[config.mk]
export PLATFORM = sky130hd
export DESIGN_NAME = mem_port_arbiter
export DESIGN_NICKNAME = d
export VERILOG_FILES = /design/src/rtl/mem_port_arbiter_pkg.sv /design/src/rtl/mem_arb_select.sv /design/src/rtl/mem_port_arbiter.sv
export SDC_FILE = /design/constraint.sdc
export NUM_CORES = 1
export LEC_CHECK = 0
export ABC_AREA = 1
export CAP_MARGIN = 10
export CORE_MARGIN = 4
export CORE_UTILIZATION = 48
export CTS_BUF_LIST = sky130_fd_sc_hd__clkbuf_8
export CTS_CLUSTER_SIZE = 24
export DETAILED_ROUTE_END_ITERATION = 12
export PLACE_DENSITY = 0.88
export SLEW_MARGIN = 10
export SYNTH_ARGS = -nofsm -noshare
export SYNTH_HDL_FRONTEND = slang
export SYNTH_SLANG_ARGS = --single-unit
[constraint.sdc]
create_clock -name clk -period 3.65 [get_ports clk]
set_input_delay 0.9125 -clock clk [delete_from_list [all_inputs] [get_ports clk]]
set_output_delay 0.9125 -clock clk [all_outputs]
set_load 0.05 [all_outputs]
[src/rtl/mem_port_arbiter_pkg.sv]
// Shared types for the unified-memory port arbiter: FSM states, owner
// encoding and counter widths.
package mem_port_arbiter_pkg;

   typedef enum logic [1:0] {
      ST_IDLE = 2'd0,
      ST_BUSY = 2'd1,
      ST_RESP = 2'd2
   } state_t;

   typedef enum logic {
      OWN_IF = 1'b0,
      OWN_DM = 1'b1
   } owner_t;

   localparam int STREAK_W = 4;
   localparam int TMO_W    = 10;

   function automatic logic word_aligned(input logic [1:0] lsb);
      return (lsb == 2'b00);
   endfunction

endpackage

[src/rtl/mem_arb_select.sv]
// Combinational owner selection: data side wins unless the fetch side has
// already waited through MAX_DM_STREAK consecutive data grants.
module mem_arb_select
   import mem_port_arbiter_pkg::*;
#(
   parameter int MAX_DM_STREAK = 4
) (
   input  logic                if_req,
   input  logic                dm_req,
   input  logic [STREAK_W-1:0] streak,
   output logic                grant_valid,
   output owner_t              grant_owner
);

   logic if_starved;

   assign if_starved  = if_req && (streak == STREAK_W'(MAX_DM_STREAK));
   assign grant_valid = if_req | dm_req;
   assign grant_owner = (dm_req && !if_starved) ? OWN_DM : OWN_IF;

endmodule

[src/rtl/mem_port_arbiter.sv]
// Arbitrates one single-ported memory between instruction fetch and data
// access, with request/ack sequencing, starvation guard, timeout and alignment check.
module mem_port_arbiter
   import mem_port_arbiter_pkg::*;
#(
   parameter int ADDR_W         = 32,
   parameter int DATA_W         = 32,
   parameter int MAX_DM_STREAK  = 4,
   parameter int TIMEOUT_CYCLES = 64
) (
   input  logic              clk,
   input  logic              rst,
   input  logic              if_req,
   input  logic [ADDR_W-1:0] if_addr,
   output logic              if_done,
   output logic [DATA_W-1:0] if_rdata,
   output logic              if_stall,
   input  logic              dm_req,
   input  logic              dm_we,
   input  logic [ADDR_W-1:0] dm_addr,
   input  logic [DATA_W-1:0] dm_wdata,
   output logic              dm_done,
   output logic [DATA_W-1:0] dm_rdata,
   output logic              dm_stall,
   output logic              bus_err,
   output logic              mem_req,
   output logic              mem_we,
   output logic [ADDR_W-1:0] mem_addr,
   output logic [DATA_W-1:0] mem_wdata,
   input  logic              mem_ack,
   input  logic [DATA_W-1:0] mem_rdata
);

   localparam logic [STREAK_W-1:0] STREAK_MAX = STREAK_W'(MAX_DM_STREAK);
   localparam logic [TMO_W-1:0]    TMO_LAST   = TMO_W'(TIMEOUT_CYCLES - 1);

   state_t              state_reg, state_next;
   owner_t              owner_reg;
   logic                err_reg;
   logic [STREAK_W-1:0] streak_reg;
   logic [TMO_W-1:0]    tmo_cnt_reg;
   logic                mem_req_reg, mem_we_reg;
   logic [ADDR_W-1:0]   mem_addr_reg;
   logic [DATA_W-1:0]   mem_wdata_reg, if_rdata_reg, dm_rdata_reg;

   logic                grant_valid;
   owner_t              grant_owner;
   logic [ADDR_W-1:0]   sel_addr;
   logic                sel_aligned;
   logic                timeout_hit;

   mem_arb_select #(
      .MAX_DM_STREAK(MAX_DM_STREAK)
   ) u_select (
      .if_req     (if_req),
      .dm_req     (dm_req),
      .streak     (streak_reg),
      .grant_valid(grant_valid),
      .grant_owner(grant_owner)
   );

   assign sel_addr    = (grant_owner == OWN_DM) ? dm_addr : if_addr;
   assign sel_aligned = word_aligned(sel_addr[1:0]);
   assign timeout_hit = (tmo_cnt_reg == TMO_LAST);

   always_ff @(posedge clk) begin
      if (!rst) begin
         state_reg <= ST_IDLE;
      end else begin
         state_reg <= state_next;
      end
   end

   always_comb begin
      state_next = state_reg;
      case (state_reg)
         ST_IDLE: begin
            if (grant_valid) begin
               state_next = sel_aligned ? ST_BUSY : ST_RESP;
            end
         end
         ST_BUSY: begin
            if (mem_ack || timeout_hit) begin
               state_next = ST_RESP;
            end
         end
         ST_RESP: state_next = ST_IDLE;
         default: state_next = ST_IDLE;
      endcase
   end

   // Misaligned accesses skip the memory entirely and report straight from RESP.
   always_ff @(posedge clk) begin
      if (!rst) begin
         owner_reg     <= OWN_IF;
         err_reg       <= 1'b0;
         streak_reg    <= '0;
         tmo_cnt_reg   <= '0;
         mem_req_reg   <= 1'b0;
         mem_we_reg    <= 1'b0;
         mem_addr_reg  <= '0;
         mem_wdata_reg <= '0;
         if_rdata_reg  <= '0;
         dm_rdata_reg  <= '0;
      end else begin
         case (state_reg)
            ST_IDLE: begin
               if (grant_valid) begin
                  owner_reg   <= grant_owner;
                  tmo_cnt_reg <= '0;
                  if (grant_owner == OWN_DM && if_req) begin
                     if (streak_reg != STREAK_MAX) begin
                        streak_reg <= streak_reg + STREAK_W'(1);
                     end
                  end else begin
                     streak_reg <= '0;
                  end
                  if (sel_aligned) begin
                     err_reg       <= 1'b0;
                     mem_req_reg   <= 1'b1;
                     mem_we_reg    <= (grant_owner == OWN_DM) && dm_we;
                     mem_addr_reg  <= sel_addr;
                     mem_wdata_reg <= (grant_owner == OWN_DM) ? dm_wdata : '0;
                  end else begin
                     err_reg <= 1'b1;
                     if (grant_owner == OWN_DM) begin
                        dm_rdata_reg <= '0;
                     end else begin
                        if_rdata_reg <= '0;
                     end
                  end
               end
            end
            ST_BUSY: begin
               if (mem_ack) begin
                  mem_req_reg <= 1'b0;
                  mem_we_reg  <= 1'b0;
                  err_reg     <= 1'b0;
                  if (owner_reg == OWN_DM) begin
                     dm_rdata_reg <= mem_rdata;
                  end else begin
                     if_rdata_reg <= mem_rdata;
                  end
               end else if (timeout_hit) begin
                  mem_req_reg <= 1'b0;
                  mem_we_reg  <= 1'b0;
                  err_reg     <= 1'b1;
                  if (owner_reg == OWN_DM) begin
                     dm_rdata_reg <= '0;
                  end else begin
                     if_rdata_reg <= '0;
                  end
               end else begin
                  tmo_cnt_reg <= tmo_cnt_reg + TMO_W'(1);
               end
            end
            default: ;
         endcase
      end
   end

   assign if_done   = (state_reg == ST_RESP) && (owner_reg == OWN_IF);
   assign dm_done   = (state_reg == ST_RESP) && (owner_reg == OWN_DM);
   assign bus_err   = (state_reg == ST_RESP) && err_reg;
   assign if_stall  = if_req & ~if_done;
   assign dm_stall  = dm_req & ~dm_done;
   assign if_rdata  = if_rdata_reg;
   assign dm_rdata  = dm_rdata_reg;
   assign mem_req   = mem_req_reg;
   assign mem_we    = mem_we_reg;
   assign mem_addr  = mem_addr_reg;
   assign mem_wdata = mem_wdata_reg;

endmodule
# --- After elaboration in Yosys (flattened, before gate mapping) ---
# Cells that the tools add are included.
classes:
  add_sub_neg: 2
  eq_ne: 17
  muxes: 42
  n_bitwise: 6
  n_reduce_logical: 21
ops:
  columns: ["op", "n"]
  rows:
  - ["two-way mux 32 bit", 16]
  - ["one-hot mux 32 bit (2 select lines)", 2]
  - ["two-way mux 10 bit", 3]
  - ["!= test 2 bit, second input constant", 10]
  - ["one-hot mux 10 bit (2 select lines)", 1]
  - ["AND reduction 6 bit", 2]
  - ["two-way mux 1 bit", 11]
  - ["adder 10 x 1 -> 10 bit, second input constant", 1]
  - ["== test 10 x 6 -> 1 bit, second input constant", 1]
  - ["AND reduction 3 bit", 3]
  - ["two-way mux 4 bit", 2]
  - ["AND reduction 4 bit", 2]
  - ["logical AND 1 bit", 7]
  - ["two-way mux 2 bit", 3]
  - ["one-hot mux 1 bit (2 select lines)", 3]
  - ["adder 4 x 1 -> 4 bit, second input constant", 1]
  - ["== test 4 x 3 -> 1 bit, second input constant", 1]
  - ["zero test 2 bit", 2]
  - ["!= test 4 x 3 -> 1 bit, second input constant", 1]
  - ["one-hot mux 2 bit (2 select lines)", 1]
  - ["AND reduction 2 bit", 2]
  - ["!= test 3 bit, second input constant", 1]
  - ["NOT 1 bit", 3]
  - ["AND 1 bit", 2]
  - ["7 further kinds", 7]
word_totals:
  register_bits: 148
  in_bits: 134
  out_inout_bits: 135

# --- Longest topological paths before layout ---
# Gate-level depths: netlist of run 1.
logic_depth:
  ltp_word: 10
  mapped_depth: 14
  ltp_nobuf: 13

# --- By module ---
# From an unflattened synthesis of run 1, not the netlist that was laid out.
hier_totals:
  hier_cells: 917
  hier_area_um2: 6663.9
modules_own_cells:
  columns: ["module", "n_inst", "cells_per_inst", "area_each_um2", "seq_area_each_um2"]
  rows:
  - ["mem_port_arbiter", 1, 908, 6626.4, 2962.8]
  - ["mem_arb_select", 1, 9, 37.5, 0.0]

# --- Least setup slack after synthesis of run 1 ---
# Ideal clock, no wire load.
synth_timing:
  path_type: "input to output"
  start: "input port dm_req"
  end: "output port dm_stall"
  arrival_time_ns: 1.283
  required_ns: 2.738
  path_slack_ns: 1.454
  cell_stages: 2
  path_buffers: 0
  cell_sequence: "o21ai_0 > inv_1"
synth_between:
  elab_chain_cells: 1
synth_rtl:
  columns: ["element", "line", "source"]
  rows:
  - ["start: declaration", "mem_port_arbiter.sv:18", "input logic dm_req,"]
  - ["AND 1 bit", "mem_port_arbiter.sv:166", "assign dm_stall = dm_req & ~dm_done;"]
  - ["end: declaration", "mem_port_arbiter.sv:24", "output logic dm_stall,"]
# Every way passes these cells.

# --- Final worst setup path of run 1 ---
layout_timing:
  start: "register state_reg[1]"
  end: "output port dm_done"
layout_between:
  elab_chain_cells: 2
layout_rtl:
  columns: ["element", "line", "source"]
  rows:
  - ["start: declaration", "mem_port_arbiter.sv:37", "state_t state_reg, state_next;"]
  - ["start signal: assignment", "mem_port_arbiter.sv:70", "state_reg <= state_next;"]
  - ["== test 2 bit", "mem_port_arbiter.sv:163", "assign dm_done = (state_reg == ST_RESP) && (owner_reg == OWN_DM);"]
  - ["logical AND 1 bit", "mem_port_arbiter.sv:163", null]
  - ["end: declaration", "mem_port_arbiter.sv:22", "output logic dm_done,"]
# Every way passes these cells.

==> impl_metrics.yaml, run 1 <==
route:
  avgRoutedWirePerCell_um: 15.00
  firstDrtPassIters: 5
  detail-route-antenna-nets: 0
  vias: 7075
  vias_per_cell: 5.108
  drcViolationCount: 0
  wl_um: 20780
  drtIter0Drc: 509
grt:
  grt.overflow.total: 0
  grt.total_usage_pct: 25.34
  antenna_found_initial: 0
  grt.met3_usage_pct: 7.494
  grt_pass1_wl_um: 32930
  use_met2_pct: 41.91
  grt_pass1_vias: 6702
  met1_usage_pct: 29.90
  grt_max_degree: 74
  top_usage_layer: "met2"
power_and_ir_drop:
  ir_drop_uv: 245.9
  p_int_mw: 2.945
  p_leak_nw: 4.051
  seqPwrFrac_pct: 39.7
  pwr-share-clk_pct: 26.7
  p_sw_mw: 1.687
  p_sw_share_pct: 36.42
  power_density_mw_per_mm2: 476.0
  share_comb_of_total_power_pct: 33.6
cts:
  cts_buffers: 17
  cts-root-buf: "clkbuf_8"
  cts_sinks: 148
  cts_tree: "done"
  clk_path_buf_depth: 2
  cts_hold_buf: 0
  clkTransAtPathRegs_ps: 70
  cts_setup_buffers: 0
  clk_latency_ps: 450
  ctsResizeCount: 0
  ctsHtreeMaxLevel: 4
worst_setup_path:
  critical_path.max_fanout: 5
  crit_start: "state_reg[1]$_SDFFE_PN0P_"
  endpoint_kind: "output pin"
  r2r-start: "streak_reg[0]$_SDFFE_PN0P_"
  arrival_ps: 2010
  cp.required_ps: 2740
  critPathMaxStageDelay_ps: 820
  cp_slowest_cell: "clkdlybuf4s50_1"
  start_kind: "register"
  crit_type: "reg2out"
  crit_chain: "nand2_1, nor2_1, clkdlybuf4s50_1"
synthesis:
  netlist_area_sq_mm: 0.006681
  yosysUniqueCellTypes: 33
  yosysSeqAreaShare_pct: 44.34
  syn_area_per_cell_sq_um: 6.953
  synth_cells: 961
  synth_edf_count: 0
  ys_ff_latch: 148
  ys_warn_count: 0
  ys.flop_type: "dfxtp_1"
  synth_nets: 1098
  synth-async-reset-ratio_pct: 0
timing:
  max_freq_mhz: 342.2
  setup_viol: 0
  rsz0062_at_grt: "no"
  slew_headroom_pct: 52.38
  worst_pin_slew_ps: 714.3
  final_max_slew_viol_count: 0
  period_needed_ps: 2922
  hold_slack_ps: 460.0
  setup-tns-final_ps: 0
  timing.final.crit_share_pct: 80.05
  layout_setup_ws_ps: 728.0
  fin_worst_skew_ps: 10.83
  hold_viol: 0
final_layout:
  diodes: 0
  seq_area_sq_mm: 0.002963
  area_delta_synth_final_pct: 45.67
  drive_gt1_share_pct: 7.361
  multi_input_comb_area_sq_mm: 0.003088
  final_nets: 1335
  final_area_sq_mm: 0.009733
  fillers: 1092
hold_path:
  hold_class: "reg2reg"
  min_from: "tmo_cnt_reg[4]$_SDFFE_PN0P_"
floorplan:
  io_pins: 269
  die_y_um: 126.0
  die_area_sq_mm: 0.01587
  core-area_sq_mm: 0.01345
  die_x_um: 126.0
  start_util_pct: 49.67
  rows: 42
place:
  place.gp.congestion: 0.8766
  dp_slack_ps: 500.1
  placed_cell_area_sq_mm: 0.009350
  portBuffers: 268
  dpl.hpwl_um: 14860
run_status:
  run_status: "finished, final reports clean"
job:
  drv_cap: 0
cells by family after synthesis:
logic type                 after synthesis  share of synthesized area (%)
AOI/OAI and AO/OA                      140                          11.33
buffers and inverters                  136                          9.476
and+or+nand+nor                        532                          34.03
adders and majority gates                3                         0.5619
xor gates and xnor gates                 2                         0.2622
DFF                                    148                          44.34
cell usage after synthesis, types with 8 or more instances:
cell type	n	area share, %
inv_1	62	3.5
inv_2	8	0.45
nor2_1	137	7.7
o21ai_1	24	1.8
nand2_2	9	0.84
a21oi_2	10	1.3
nand4_1	38	3.6
nand3_1	63	4.7
clkbuf_1	25	1.4
dfxtp_1	148	44
buf_4	11	1.2
a21oi_1	86	6.4
buf_2	21	1.6
o21ai_0	13	0.97
nand2_1	268	15
per-layer routing:
layer / part of all wire, % / wire (um)
met3: 8.3 / 1719
met2: 48 / 10010
met4: 3.6 / 757
met5: 0 / 0
met1: 40 / 8294
layout by cell type (no fill, tap or decap), types with 10 or more instances in the layout:
cell / Yosys / final
a21oi_1: 86 / 86
nand2_2: 9 / 10
nand4_1: 38 / 38
a21oi_2: 10 / 10
nor2_1: 137 / 137
inv_1: 62 / 62
buf_4: 11 / 15
dfxtp_1: 148 / 148
nand2_1: 268 / 267
o21ai_0: 13 / 13
o21ai_1: 24 / 24
nand3_1: 63 / 63
clkdlybuf4s50_1: 0 / 265
clkbuf_8: 0 / 20
worst max-delay path: cells and delay by family (launching register included):
kind	cells	cell delay, ps
DFF	1	430
and+or+nand+nor	2	320
buffers and inverters	1	820
path summary, 6_finish.rpt:
check                           endpoint  slack, ps  cells after the start
min reg2reg  tmo_cnt_reg[4]$_SDFFE_PN0P_        460                      2
max                              dm_done        730                      3
max reg2reg    mem_wdata[5]$_SDFFE_PN0P_       1270                     10
min          tmo_cnt_reg[4]$_SDFFE_PN0P_        460                      2
area by class of cell:
type                            instances  area share (%)
Clock inverter                         10           1.106
Tap cell                              176           2.263
Clock buffer                           20           2.828
Multi-Input combinational cell        677           31.73
Sequential cell                       148           30.44
Inverter                               71           2.764
Timing Repair Buffer                  283           28.87
power by group through the flow:
stage                     combinational (mW)  sequential (mW)  clock, mW
after floorplan                        0.585             2.33          0
after global placement                  1.53             1.87          0
after detailed placement                1.55             1.87          0
after CTS                               1.56             1.84       1.26
after global routing                    1.67             1.86       1.32
final                                   1.56             1.84       1.24
per-stage QoR:
step                util [%]  total power, mW  cells
floorplan                  -            2.910    961
global placement       69.50            3.400   1355
detailed placement     69.50            3.425   1355
CTS                    72.35            4.658   1385
global route           72.35            4.849   1385
finish                 72.35            4.633   1385
Power figures use the tool's default switching activity.
==> inputs of run 2 (changes only) <==
- CORE_UTILIZATION: 48 -> 41
- PLACE_DENSITY: 0.88 -> 0.8
- clock period: 3.65 -> 2.65 ns (I/O delays scaled with it)
==> run 2 against run 1 <==
Worst setup slack worse by 420 ps. Core utilization is 9.8 points lower. Cell area grew 2.5%. Combinational power is 41% higher. Count of clock-buffer cells in the layout up 2. Sequential share of layout area is 0.75 points lower. Via count is 1.0% lower. Die area increased by 16%. Critical endpoint is now if_done. Largest power group unchanged.
==> impl_metrics.yaml, run 2 (synthesis results as in run 1) <==
run_status:
  run_status: "finished, final reports clean"
cts:
  cts_buffers: 17
  clkTransAtPathRegs_ps: 80
  ctsHtreeMaxLevel: 4
  clk_latency_ps: 430
  cts_sinks: 148
  cts_tree: "done"
  cts_hold_buf: 0
  clk_path_buf_depth: 2
  cts-root-buf: "clkbuf_8"
  cts_setup_buffers: 0
timing:
  setup_viol: 0
  slew_headroom_pct: 59.70
  setup-tns-final_ps: 0
  hold_slack_ps: 463.3
  period_needed_ps: 2346
  max_freq_mhz: 426.2
  rsz0062_at_grt: "no"
  worst_pin_slew_ps: 602.6
  timing.final.crit_share_pct: 88.54
  final_max_slew_viol_count: 0
  fin_worst_skew_ps: 11.86
  layout_setup_ws_ps: 303.6
  hold_viol: 0
floorplan:
  core-area_sq_mm: 0.01594
  die_x_um: 135.7
  rows: 46
  die_area_sq_mm: 0.01840
  die_y_um: 135.7
  start_util_pct: 41.91
  io_pins: 269
route:
  detail-route-antenna-nets: 0
  firstDrtPassIters: 5
  drtIter0Drc: 432
  avgRoutedWirePerCell_um: 14.47
  vias: 7004
  wl_um: 20700
  drcViolationCount: 0
  vias_per_cell: 4.898
final_layout:
  post-route-util_pct: 62.59
  area_delta_synth_final_pct: 49.34
  final_common_cell: "nand2_1"
  final_cell_mix: "267 x nand2_1, 262 x clkdlybuf4s50_1, 148 x dfxtp_1"
  layout.cells.non_filler: 1430
  fillers: 1448
  drive_gt1_share_pct: 7.661
  final_nets: 1340
  diodes: 0
  final_area_sq_mm: 0.009978
worst_setup_path:
  r2r_end: "if_rdata[21]$_SDFFE_PN0P_"
  crit_type: "reg2out"
  r2r_cells: 11
  regToRegSetupSlack_ps: 620
  arrival_ps: 1680
  critical_path.max_fanout: 5
  crit_chain: "nand2_1, nor2_1, dlygate4sd2_1"
  start_kind: "register"
  critical-path-top-delay-family: "buffers and inverters"
  path_buf_inv: 1
  r2r-start: "tmo_cnt_reg[0]$_SDFFE_PN0P_"
  critPathMaxStageDelay_ps: 530
  endpoint_kind: "output pin"
  cp_slowest_cell: "dlygate4sd2_1"
  cp.required_ps: 1990
grt:
  grt.total_usage_pct: 21.86
  grt_max_degree: 51
  antenna_found_initial: 0
  grt.overflow.total: 0
  grt_pass1_wl_um: 32420
  grt_pass1_vias: 6543
power_and_ir_drop:
  finalPower_mw: 6.597
  p_leak_nw: 4.156
  ir_drop_uv: 366.6
  power_density_mw_per_mm2: 661.1
place:
  place_inst: 1400
  dp_slack_ps: 140.6
  dpl.hpwl_um: 15240
  placed_cell_area_sq_mm: 0.009555
  portBuffers: 268
  place.gp.congestion: 0.8254
hold_path:
  min_from: "mem_wdata[24]$_SDFFE_PN0P_"
  hold_class: "reg2reg"
  whs_path_depth: 2
  hold-path-endpoint: "mem_wdata[24]$_SDFFE_PN0P_"
job:
  drv_cap: 0
==> run 2: worst max path at each step <==
stage	startpoint	end	slack, ps	cells past startpoint
5_1_grt	state_reg[1]$_SDFFE_PN0P_	bus_err	160	3
3_3_place_gp	if_req	if_rdata[14]$_SDFFE_PN0P_	230	11
6_report	state_reg[1]$_SDFFE_PN0P_	if_done	300	3
2_1_floorplan	state_reg[1]$_SDFFE_PN0P_	bus_err	800	2
3_5_place_dp	if_req	if_rdata[1]$_SDFFE_PN0P_	140	11
4_1_cts	state_reg[1]$_SDFFE_PN0P_	if_done	250	3
==> run 2: metal layers <==
metal	vias to the layer above	global-route usage (%)	part of all wire (%)	routed length (um)
met3	20	8.024	9.9	2053
met2	265	38.22	49	10130
li1	3556	-	-	-
met4	0	5.263	1.3	278
met1	3163	25.47	40	8232
met5	-	0	0	0
==> run 2: timing repair <==
action / CTS / global route
endpoints found under the setup margin: 3 / 0
hold endpoints to repair: 0 / 0
gates resized for setup: 3 / 0
==> run 2: worst min-delay path, delay by kind of cell (launching register included) <==
| kind | cells | cell delay, ps |
|---|---|---|
| AOI/OAI and AO/OA | 1 | 50 |
| and+or+nand+nor | 1 | 60 |
| DFF | 1 | 310 |
==> run 2: report_power, final <==
group | leakage [nW] | switching [mW] | total [mW] | internal, mW
Clock | 0.219 | 0.818 | 1.87 | 1.05
Combinational | 2.73 | 1.41 | 2.20 | 0.795
Sequential | 1.21 | 0.110 | 2.53 | 2.42
Total | 4.16 | 2.33 | 6.60 | 4.26
==> run 2: cell type report <==
| class | instances | area [sq um] | share of cell area, % |
|---|---|---|---|
| repair buffers | 288 | 2957 | 29.63 |
| flip-flops and latches | 148 | 2963 | 29.69 |
| clock buffers | 22 | 302.8 | 3.034 |
| inverters | 71 | 269.0 | 2.696 |
| multi-input cells | 677 | 3093 | 31.00 |
| clock inverters | 8 | 123.9 | 1.241 |
| well taps | 216 | 270.3 | 2.708 |
==> inputs of run 3 (changes only) <==
- HOLD_SLACK_MARGIN: default -> 0.02
- SKIP_LAST_GASP: default -> 1
==> results of run 3 <==
Final layout, timing and power as in run 2 (identical DEF).
